File: src/rtl/pipe_pkg.sv
// +------------------------------------------------------------------+
// | pipe_pkg : shared types and defaults for the elastic pipe stage   |
// | Rev 1.0                                                           |
// +------------------------------------------------------------------+
`default_nettype none

package pipe_pkg;

  typedef enum logic [1:0] {
    EMPTY = 2'd0,
    ONE   = 2'd1,
    FULL  = 2'd2
  } pipe_state_t;

  localparam int PIPE_DEF_WIDTH = 32;
  localparam int PIPE_DEF_CNT_W = 16;

endpackage

`default_nettype wire

File: src/rtl/sat_counter.sv
// +------------------------------------------------------------------+
// | sat_counter : saturating event counter with synchronous clear     |
// | Rev 1.0                                                           |
// +------------------------------------------------------------------+
`default_nettype none

module sat_counter
  import pipe_pkg::*;
#(
  parameter int CNT_W = PIPE_DEF_CNT_W
) (
  input  logic             clk,
  input  logic             reset,
  input  logic             inc,
  input  logic             clr,
  output logic [CNT_W-1:0] count
);

  localparam logic [CNT_W-1:0] C_ONE = {{(CNT_W-1){1'b0}}, 1'b1};

  logic [CNT_W-1:0] count_q;
  logic [CNT_W-1:0] count_d;

  // Clear wins over increment; the all-ones value sticks instead of wrapping.
  always_comb begin
    count_d = count_q;
    if (clr) begin
      count_d = '0;
    end else if (inc && (count_q != '1)) begin
      count_d = count_q + C_ONE;
    end
  end

  always_ff @(posedge clk or negedge reset) begin
    if (!reset) begin
      count_q <= '0;
    end else begin
      count_q <= count_d;
    end
  end

  assign count = count_q;

endmodule

`default_nettype wire

File: src/rtl/pipe_stage_elastic.sv
// +------------------------------------------------------------------+
// | pipe_stage_elastic : valid/ready pipeline register with flush and |
// | stall counter. PIPE_SKID_BUFFER_EN selects the two-entry skid.    |
// | Rev 1.0                                                           |
// +------------------------------------------------------------------+
`default_nettype none

module pipe_stage_elastic
  import pipe_pkg::*;
#(
  parameter int WIDTH = PIPE_DEF_WIDTH,
  parameter int CNT_W = PIPE_DEF_CNT_W
) (
  input  logic             clk,
  input  logic             reset,
  input  logic             flush,
  input  logic             in_valid,
  output logic             in_ready,
  input  logic [WIDTH-1:0] in_data,
  output logic             out_valid,
  input  logic             out_ready,
  output logic [WIDTH-1:0] out_data,
  output logic [CNT_W-1:0] stall_cnt,
  input  logic             stall_cnt_clr
);

  pipe_state_t      state_q;
  pipe_state_t      state_d;
  logic [WIDTH-1:0] main_q;
  logic [WIDTH-1:0] main_d;
  logic             in_acc;
  logic             out_acc;

  assign out_valid = (state_q != EMPTY);
  assign out_data  = main_q;
  assign in_acc    = in_valid && in_ready;
  assign out_acc   = out_valid && out_ready;

`ifdef PIPE_SKID_BUFFER_EN
  logic [WIDTH-1:0] skid_q;
  logic [WIDTH-1:0] skid_d;
  logic             in_ready_q;

  assign in_ready = in_ready_q;

  always_comb begin
    state_d = state_q;
    main_d  = main_q;
    skid_d  = skid_q;
    if (flush) begin
      state_d = EMPTY;
      main_d  = '0;
      skid_d  = '0;
    end else begin
      case (state_q)
        EMPTY: begin
          if (in_acc) begin
            state_d = ONE;
            main_d  = in_data;
          end
        end
        ONE: begin
          if (in_acc && out_acc) begin
            main_d = in_data;
          end else if (in_acc) begin
            state_d = FULL;
            skid_d  = in_data;
          end else if (out_acc) begin
            state_d = EMPTY;
          end
        end
        FULL: begin
          if (out_acc) begin
            state_d = ONE;
            main_d  = skid_q;
          end
        end
        default: state_d = EMPTY;
      endcase
    end
  end

  // Ready is computed from the next state so it never depends on out_ready.
  always_ff @(posedge clk or negedge reset) begin
    if (!reset) begin
      state_q    <= EMPTY;
      main_q     <= '0;
      skid_q     <= '0;
      in_ready_q <= 1'b1;
    end else begin
      state_q    <= state_d;
      main_q     <= main_d;
      skid_q     <= skid_d;
      in_ready_q <= (state_d != FULL);
    end
  end
`else
  assign in_ready = !out_valid || out_ready;

  // An accept while holding a beat implies the head leaves in the same cycle.
  always_comb begin
    state_d = state_q;
    main_d  = main_q;
    if (flush) begin
      state_d = EMPTY;
      main_d  = '0;
    end else begin
      case (state_q)
        EMPTY: begin
          if (in_acc) begin
            state_d = ONE;
            main_d  = in_data;
          end
        end
        ONE: begin
          if (in_acc) begin
            main_d = in_data;
          end else if (out_acc) begin
            state_d = EMPTY;
          end
        end
        default: state_d = EMPTY;
      endcase
    end
  end

  always_ff @(posedge clk or negedge reset) begin
    if (!reset) begin
      state_q <= EMPTY;
      main_q  <= '0;
    end else begin
      state_q <= state_d;
      main_q  <= main_d;
    end
  end
`endif

  sat_counter #(
    .CNT_W (CNT_W)
  ) u_stall_cnt (
    .clk   (clk),
    .reset (reset),
    .inc   (out_valid && !out_ready),
    .clr   (stall_cnt_clr),
    .count (stall_cnt)
  );

endmodule

`default_nettype wire

File: config.mk
export PLATFORM = sky130hd
export DESIGN_NAME = pipe_stage_elastic
export DESIGN_NICKNAME = d
export VERILOG_FILES = /design/src/rtl/pipe_pkg.sv /design/src/rtl/sat_counter.sv /design/src/rtl/pipe_stage_elastic.sv
export SDC_FILE = /design/constraint.sdc
export NUM_CORES = 1
export LEC_CHECK = 0
export BUFFER_PORTS_ARGS = -buffer_cell sky130_fd_sc_hd__buf_2
export CAP_MARGIN = 5
export CORE_UTILIZATION = 47
export DETAILED_ROUTE_END_ITERATION = 10
export PLACE_DENSITY = 0.84
export SYNTH_ARGS = -nofsm -noshare
export SYNTH_HDL_FRONTEND = slang
export SYNTH_SLANG_ARGS = --single-unit
File: constraint.sdc
create_clock -name clk -period 2.1 [get_ports clk]
set_input_delay 0.105 -clock clk [delete_from_list [all_inputs] [get_ports clk]]
set_output_delay 0.105 -clock clk [all_outputs]
set_load 0.005 [all_outputs]
## Word-level counts from Yosys, hierarchy flattened

Cells that the tools add are included.

- Bits in registers: 50
- Input bits: 38
- Output and inout bits: 50
- Logic and storage cells: 34

- Add/sub/neg operators: 1
- Equality and inequality tests: 5
- Mux-type cells: 10
- Reductions and logical operators: 15

Operators with widths:

| cell | count |
|---|---|
| two-way mux 32 bit | 3 |
| two-way mux 16 bit | 2 |
| adder 16 x 1 -> 16 bit (second input constant) | 1 |
| inequality test 16 bit (second input constant) | 1 |
| inequality test 3 bit (second input constant) | 3 |
| two-way mux 2 bit | 4 |
| nonzero test 2 bit | 4 |
| logical AND 1 bit | 4 |
| case mux 2 bit (2 select lines) | 1 |
| AND reduction 3 bit | 1 |
| equality test 2 x 1 -> 1 bit (second input constant) | 1 |
| logical NOT 1 bit | 2 |
| logical NOT 2 bit | 1 |
| AND reduction 2 bit | 1 |
| OR reduction 2 bit | 1 |
| logical OR 1 bit | 1 |

## Longest topological paths before layout

Gate-level depths: netlist of run 1.

- Depth in word-level cells: 7
- Gate-level depth with buffers: 7
- Mapped depth without buffers: 5

## Cells and area by module

Synthesis of run 1 repeated with hierarchy kept, for this count alone.

- Cells, all modules: 249
- Area, all modules: 2706.3 µm²

By module, submodules not included:

| module | instances | cells each | area each (µm²) | sequential area each (µm²) |
|---|---|---|---|---|
| pipe_stage_elastic | 1 | 151 | 1764.2 | 825.8 |
| sat_counter | 1 | 98 | 942.2 | 400.4 |

## Worst setup path before layout of run 1

No wires, ideal clock.

- Path kind: register -> register
- From: reg u_stall_cnt.count_q[0], in the netlist u_stall_cnt.count[0]
- To: reg u_stall_cnt.count_q[10], in the netlist u_stall_cnt.count[10]
- Library setup time: 77 ps
- Data arrival time: 1681 ps
- Data required time: 2023 ps
- Path slack: 341 ps
- Cell stages (with the launch flop): 6
- Path buffers: 0
- Clock period less this slack: 1759 ps
- Path through: dfrtp_1 > ha_1 > nand3_1 > or2_4 > or4_1 > a21oi_1

- Cells in the longest elaborated chain, start to end: 3
- Elaborated cells between the ends (all ways): 6
- Classes of those cells: add/sub (1); eq/ne (1); mux (2); reduce/logical (2)

RTL lines:

| what | line | source |
|---|---|---|
| from (decl) | sat_counter.sv:21 | `logic [CNT_W-1:0] count_q;` |
| from (signal assigned) | sat_counter.sv:38 | `count_q <= count_d;` |
| adder 16 x 1 -> 16 bit or inequality test 16 bit (tied branches) | sat_counter.sv:30, sat_counter.sv:29 |  |
| two-way mux 16 bit or logical AND 1 bit (tied branches) | sat_counter.sv:29 | `end else if (inc && (count_q != '1)) begin` |
| two-way mux 16 bit or nonzero test 2 bit (tied branches) | - |  |

Several ways; a longest one is shown, not always the timed one. The select of a mux whose other input is x is not followed.
A chain may end at the register's enable or synchronous reset.

## Worst setup path in the final report of run 1

Same ends and word-level chain as after synthesis.

==> flow_metrics.py, run 1 <==
metrics = {
    "status": {
        "outcome": "complete, no violations",
    },
    "die": {
        "die_h_microns": 69.1,
        "start_util_pct": 48.6,
        "row_count": 24,
        "core_area_sq_um": 4350,
        "dieWidth_microns": 69.1,
        "ios": 88,
        "dieArea_sq_um": 4780,
    },
    "synthesis": {
        "synth_compound_area_share_pct": 19.4,
        "synth-seq-cells": 49,
        "async_flop_share_pct": 100,
        "synth_top_area_cell": "dfrtp_1",
        "synth.distinct_cells": 35,
        "synth_fp_nets": 217,
        "synthMuxAreaShare_pct": 2.60,
        "synth-simple-area-share_pct": 17.0,
        "synth_seq_area_share_pct": 57.9,
        "synth_top_family_by_area": "compound AO/OA/AOI/OAI gates",
        "yosysWarnings": 0,
        "yosysMostFrequentCell": "dfrtp_1",
        "netlist_instances": 178,
        "synth_top_area_share_pct": 57.9,
        "synthTopCellsByCount": "dfrtp_1, a22o_1, a21oi_1, nor2_1, o21ai_0",
        "synth-xor-area-share_pct": 0,
        "syn-cell-area_sq_um": 2120,
        "synth_area_leaders": "dfrtp_1, a22o_1, a21oi_1, mux2_2, o21ai_0",
        "synth_edf_count": 0,
        "synth_fa_ha_area_share_pct": 0.591,
        "synth_top_flop_cell": "dfrtp_1",
        "syn-mean-instance-area_sq_um": 11.9,
    },
    "timing": {
        "slew_violations": 0,
        "worst_pin_slew_ns": 0.701,
        "setup_tns_ns": 0,
        "max_freq_ghz": 0.517,
        "setup_ws_ns": 0.165,
        "finClkSkew_ns": 0.0115,
        "post-route-min-period_ns": 1.94,
        "rsz0062_at_grt": "no",
        "finalHoldViolCount": 0,
        "setup_viol_count_final": 0,
        "layout_worst_path_cycle_share_pct": 92.2,
        "slew_headroom_pct": 53.2,
    },
    "place": {
        "place_congestion": 0.781,
        "portBuffers": 87,
        "hpwl_microns": 3320,
        "post-place-ws_ns": 0.195,
    },
    "job": {
        "max_cap_violations": 0,
    },
    "hold_path": {
        "hp-class": "in -> reg",
    },
    "worst_setup_path": {
        "cpPeakStageDelay_ns": 0.51,
        "critical_path_arrival_ns": 2.15,
        "path_cells": "ha_1 > nand3_1 > or2_4 > or4_1 > a21oi_1",
        "crit_buf_inv": 0,
        "crit_fanout": 6,
        "worstSetupPathType": "reg -> reg",
        "cp.required_ns": 2.32,
        "crit_family": "simple AND/OR/NAND/NOR gates",
        "critPathLaunchType": "flip-flop",
        "critPathCaptureType": "flip-flop",
        "cp_slowest_cell": "or4_1",
    },
    "clock_tree": {
        "cts_buffers": 5,
        "htreeDepth": 2,
        "cts_tree": "built",
        "postCtsHoldBufs": 1,
        "clockBufferDepth": 2,
        "ctsResizeCount": 0,
        "clock_sinks": 49,
        "clk_latency_ns": 0.30,
        "root_buffer": "clkbuf_8",
        "path_clk_slew_ns": 0.10,
        "post_cts_buffers": 0,
    },
    "drt": {
        "vias_per_cell": 5.53,
        "dr.pass1.iters": 4,
        "drc": 0,
        "drt_iter0_markers": 144,
        "vias": 1786,
        "ant_nets": 0,
        "finalWirelength_microns": 4700,
        "wl_per_cell_microns": 14.5,
    },
    "finish": {
        "antenna-diode-count": 0,
        "fill_cells": 353,
        "area.growth.synth_to_final_pct": 30.2,
        "fin_nets": 309,
        "drive_gt1_share_pct": 43.2,
    },
    "grt": {
        "grt_pass1_vias": 1715,
        "grt_pass1_wl_microns": 8110,
        "grt_usage_pct": 21.2,
        "antenna_found_initial": 0,
        "grt.overflow.total": 0,
        "grt_max_degree": 33,
    },
    "power": {
        "ir_worst_vdd_mv": 0.386,
        "p_leak_nw": 1.45,
        "power_density_nw_per_um2": 682,
    },
}
## where the power goes
part | switching (mW) | leakage [nW] | internal, mW
clock network | 0.305 | 0.0574 | 0.387
logic | 0.0929 | 0.724 | 0.0909
registers | 0.0235 | 0.664 | 0.982
## state kept, by name (all words and copies together), names as in the netlist
name / count
u_stall_cnt.count: 16
out_data: 32
state_q: 1
## cell usage in the layout, fill, tap and decap left out, types with 4 or more instances in the layout
master and count:
or3_1 4, a22o_1 32, nor2_1 9, buf_2 87
mux2_2 4, a21oi_1 9, dfrtp_1 49, nand2_1 7
nor2b_1 5, or4_1 4, o21ai_0 8, clkbuf_8 6
nand4_1 4, nand3_1 5, buf_4 7
## area by class of cell
| class | instances | area [sq um] | share of cell area, % |
|---|---|---|---|
| multi-input combinational | 118 | 846 | 30.7 |
| clock inverter | 2 | 37.5 | 1.36 |
| timing repair buffer | 95 | 498 | 18.0 |
| sequential | 49 | 1230 | 44.4 |
| tap | 52 | 65.1 | 2.36 |
| clock buffer | 6 | 82.6 | 2.99 |
| inverter | 1 | 3.75 | 0.136 |
## kinds of logic (layout without fill, tap and decap cells)
group,count (synthesis),after routing
simple gates,57,57
compound gates,55,55
flops,49,49
buf+inv,11,104
mux,5,5
fa+ha+maj,1,1
## path summary, 6_finish.rpt
| check | slack, ns | to | depth (start not counted) | from |
|---|---|---|---|---|
| worst max-delay path | 0.16 | u_stall_cnt.count[10]$_DFFE_PN0P_ | 5 | u_stall_cnt.count[0]$_DFFE_PN0P_ |
| worst min-delay path | 0.01 | out_data[6]$_DFFE_PN0P_ | 2 | in_data[6] |
| worst max register to register | 0.16 | u_stall_cnt.count[10]$_DFFE_PN0P_ | 5 | u_stall_cnt.count[0]$_DFFE_PN0P_ |
| worst min register to register | 0.51 | out_data[13]$_DFFE_PN0P_ | 1 | out_data[13]$_DFFE_PN0P_ |
| max in group asynchronous | 1.10 | out_data[8]$_DFFE_PN0P_ | 3 | reset |
| min in group asynchronous | 0.38 | u_stall_cnt.count[11]$_DFFE_PN0P_ | 2 | reset |
## metrics by stage
stage	hold WS [ns]	instances	instance area (sq um)	power, mW	utilization (%)
after floorplan	-0.191	178	2120	1.09	-
after global placement	0.192	314	2630	1.20	60.4
after detailed placement	0.197	314	2630	1.21	60.4
after CTS	0.00255	323	2760	1.91	63.4
after global routing	0.00138	323	2760	1.97	63.4
final	0.0114	323	2760	1.88	63.4
## routing by layer
metal  up-vias  routed length, microns  GRT usage, %
met3         7                     343          5.41
met4         0                      74          6.80
li1        855                       -             -
met5         -                       0             0
met2        83                    2130          31.8
met1       841                    2150          30.3
Power figures use the tool's default switching activity.
==> run 2, diff against run 1 <==
==> constraint.sdc (replaced) <==
create_clock -name clk -period 2.1 [get_ports clk]
set_input_delay 0.42 -clock clk [delete_from_list [all_inputs] [get_ports clk]]
set_output_delay 0.42 -clock clk [all_outputs]
set_load 0.005 [all_outputs]
==> flow_metrics.py, run 2 (synthesis gave the netlist of run 1 again) <==
metrics = {
    "status": {
        "outcome": "complete, no violations",
    },
    "worst_setup_path": {
        "crit_fanout": 14,
        "crit_family": "simple AND/OR/NAND/NOR gates",
        "worst-path-stages": 6,
        "rr_worst_depth": 6,
        "critPathCaptureType": "flip-flop",
        "critPathLaunchType": "flip-flop",
        "cp.required_ns": 2.29,
        "critical_path_arrival_ns": 2.17,
        "cpPeakStageDelay_ns": 0.43,
        "cp_slowest_cell": "dfrtp_1",
        "worstSetupPathType": "reg -> reg",
        "path_cells": "ha_1 > nand3_1 > nor4_4 > buf_4 > nor4_1 > mux2_2",
        "crit_buf_inv": 1,
    },
    "clock_tree": {
        "root_buffer": "clkbuf_8",
        "path_clk_slew_ns": 0.09,
        "clk_latency_ns": 0.30,
        "cts_buffers": 5,
        "clock_sinks": 49,
        "cts_tree": "built",
        "postCtsHoldBufs": 0,
        "clockBufferDepth": 2,
        "htreeDepth": 2,
    },
    "die": {
        "core_area_sq_um": 4350,
        "dieWidth_microns": 69.1,
        "die_h_microns": 69.1,
        "row_count": 24,
        "ios": 88,
        "start_util_pct": 48.6,
        "dieArea_sq_um": 4780,
    },
    "job": {
        "max_cap_violations": 0,
    },
    "finish": {
        "final_cell_mix": "buf_2, dfrtp_1, a22o_1",
        "fin_nets": 306,
        "final_cells": 320,
        "area.growth.synth_to_final_pct": 29.0,
        "antenna-diode-count": 0,
        "largest_reg_flops": 32,
        "fill_cells": 366,
        "drive_gt1_share_pct": 42.9,
        "multiInputGateArea_sq_um": 851,
        "final_common_cell": "buf_2",
        "regArea_sq_um": 1230,
    },
    "drt": {
        "top_layer": "met4",
        "drc": 0,
        "finalWirelength_microns": 4660,
        "wl_met1_microns": 2150,
        "dr.pass1.iters": 5,
        "route.met3.wl_microns": 283,
        "vias": 1760,
        "drt_iter0_markers": 152,
        "wl_per_cell_microns": 14.6,
        "vias_per_cell": 5.50,
        "ant_nets": 0,
        "wl_met2_microns": 2150,
    },
    "place": {
        "hpwl_microns": 3260,
        "place_congestion": 0.796,
        "portBuffers": 87,
        "dp_cells": 312,
        "post-place-ws_ns": 0.135,
    },
    "hold_path": {
        "hp-class": "in -> async",
    },
    "timing": {
        "setup_ws_ns": 0.119,
        "slew_headroom_pct": 54.2,
        "fin_worst_hold_slack_ns": 0.0831,
        "finalHoldViolCount": 0,
        "post-route-min-period_ns": 1.98,
        "finClkSkew_ns": 0.00895,
        "rsz0062_at_grt": "no",
        "slew_violations": 0,
        "worst_pin_slew_ns": 0.685,
        "layout_worst_path_cycle_share_pct": 94.4,
        "setup_tns_ns": 0,
        "max_freq_ghz": 0.505,
        "setup_viol_count_final": 0,
    },
    "power": {
        "power_density_nw_per_um2": 654,
        "p_leak_nw": 1.43,
        "ir_worst_vdd_mv": 0.366,
    },
    "grt": {
        "grt.overflow.total": 0,
        "antenna_found_initial": 0,
        "grt_pass1_wl_microns": 8000,
        "grt_usage_pct": 21.1,
        "grt_pass1_vias": 1701,
        "grt_max_degree": 33,
    },
}
-- run 2: timing repair --
item / CTS / global route
resized for setup: 0 / 1
endpoints found under the setup margin: 0 / 25
setup buffers: 0 / 0
-- run 2: stage by stage --
| step | power [mW] | cell area [sq um] | utilization [%] |
|---|---|---|---|
| after floorplan | 1.09 | 2120 | - |
| after global placement | 1.20 | 2630 | 60.3 |
| after detailed placement | 1.21 | 2630 | 60.3 |
| after CTS | 1.82 | 2730 | 62.6 |
| after global routing | 1.87 | 2730 | 62.8 |
| final | 1.79 | 2730 | 62.8 |
-- run 2: worst register-to-register path: cells and delay by family (launching register included) --
family	cells	cell delay [ns]
mux	1	0.38
flops	1	0.43
simple gates	3	0.60
fa+ha+maj	1	0.28
buf+inv	1	0.18
-- run 2: power by group --
group          leakage, nW  internal (mW)  switching [mW]
Sequential           0.664          0.982          0.0236
Combinational        0.714         0.0905          0.0942
Clock               0.0542          0.298           0.299
-- run 2: cell type report --
class	instances	share of cell area, %
inverter	1	0.137
clock buffer	7	3.53
sequential	49	44.9
timing repair buffer	92	17.8
multi-input combinational	118	31.1
tap	52	2.38
clock inverter	1	0.183
-- run 2: worst paths after layout --
check / startpoint / end / slack [ns]
setup / recovery: u_stall_cnt.count[0]$_DFFE_PN0P_ / u_stall_cnt.count[9]$_DFFE_PN0P_ / 0.12
hold / removal: reset / out_data[2]$_DFFE_PN0P_ / 0.08
setup reg to reg: u_stall_cnt.count[0]$_DFFE_PN0P_ / u_stall_cnt.count[9]$_DFFE_PN0P_ / 0.12
hold reg to reg: out_data[28]$_DFFE_PN0P_ / out_data[28]$_DFFE_PN0P_ / 0.50
max in group asynchronous: reset / out_data[16]$_DFFE_PN0P_ / 1.49
min in group clk: in_data[2] / out_data[2]$_DFFE_PN0P_ / 0.33
-- run 2: metal layers --
layer  vias up  global-route usage, %
met2        72                   31.9
met3         5                   4.39
met5         -                      0
met4         0                   9.52
li1        851                      -
met1       832                   29.5
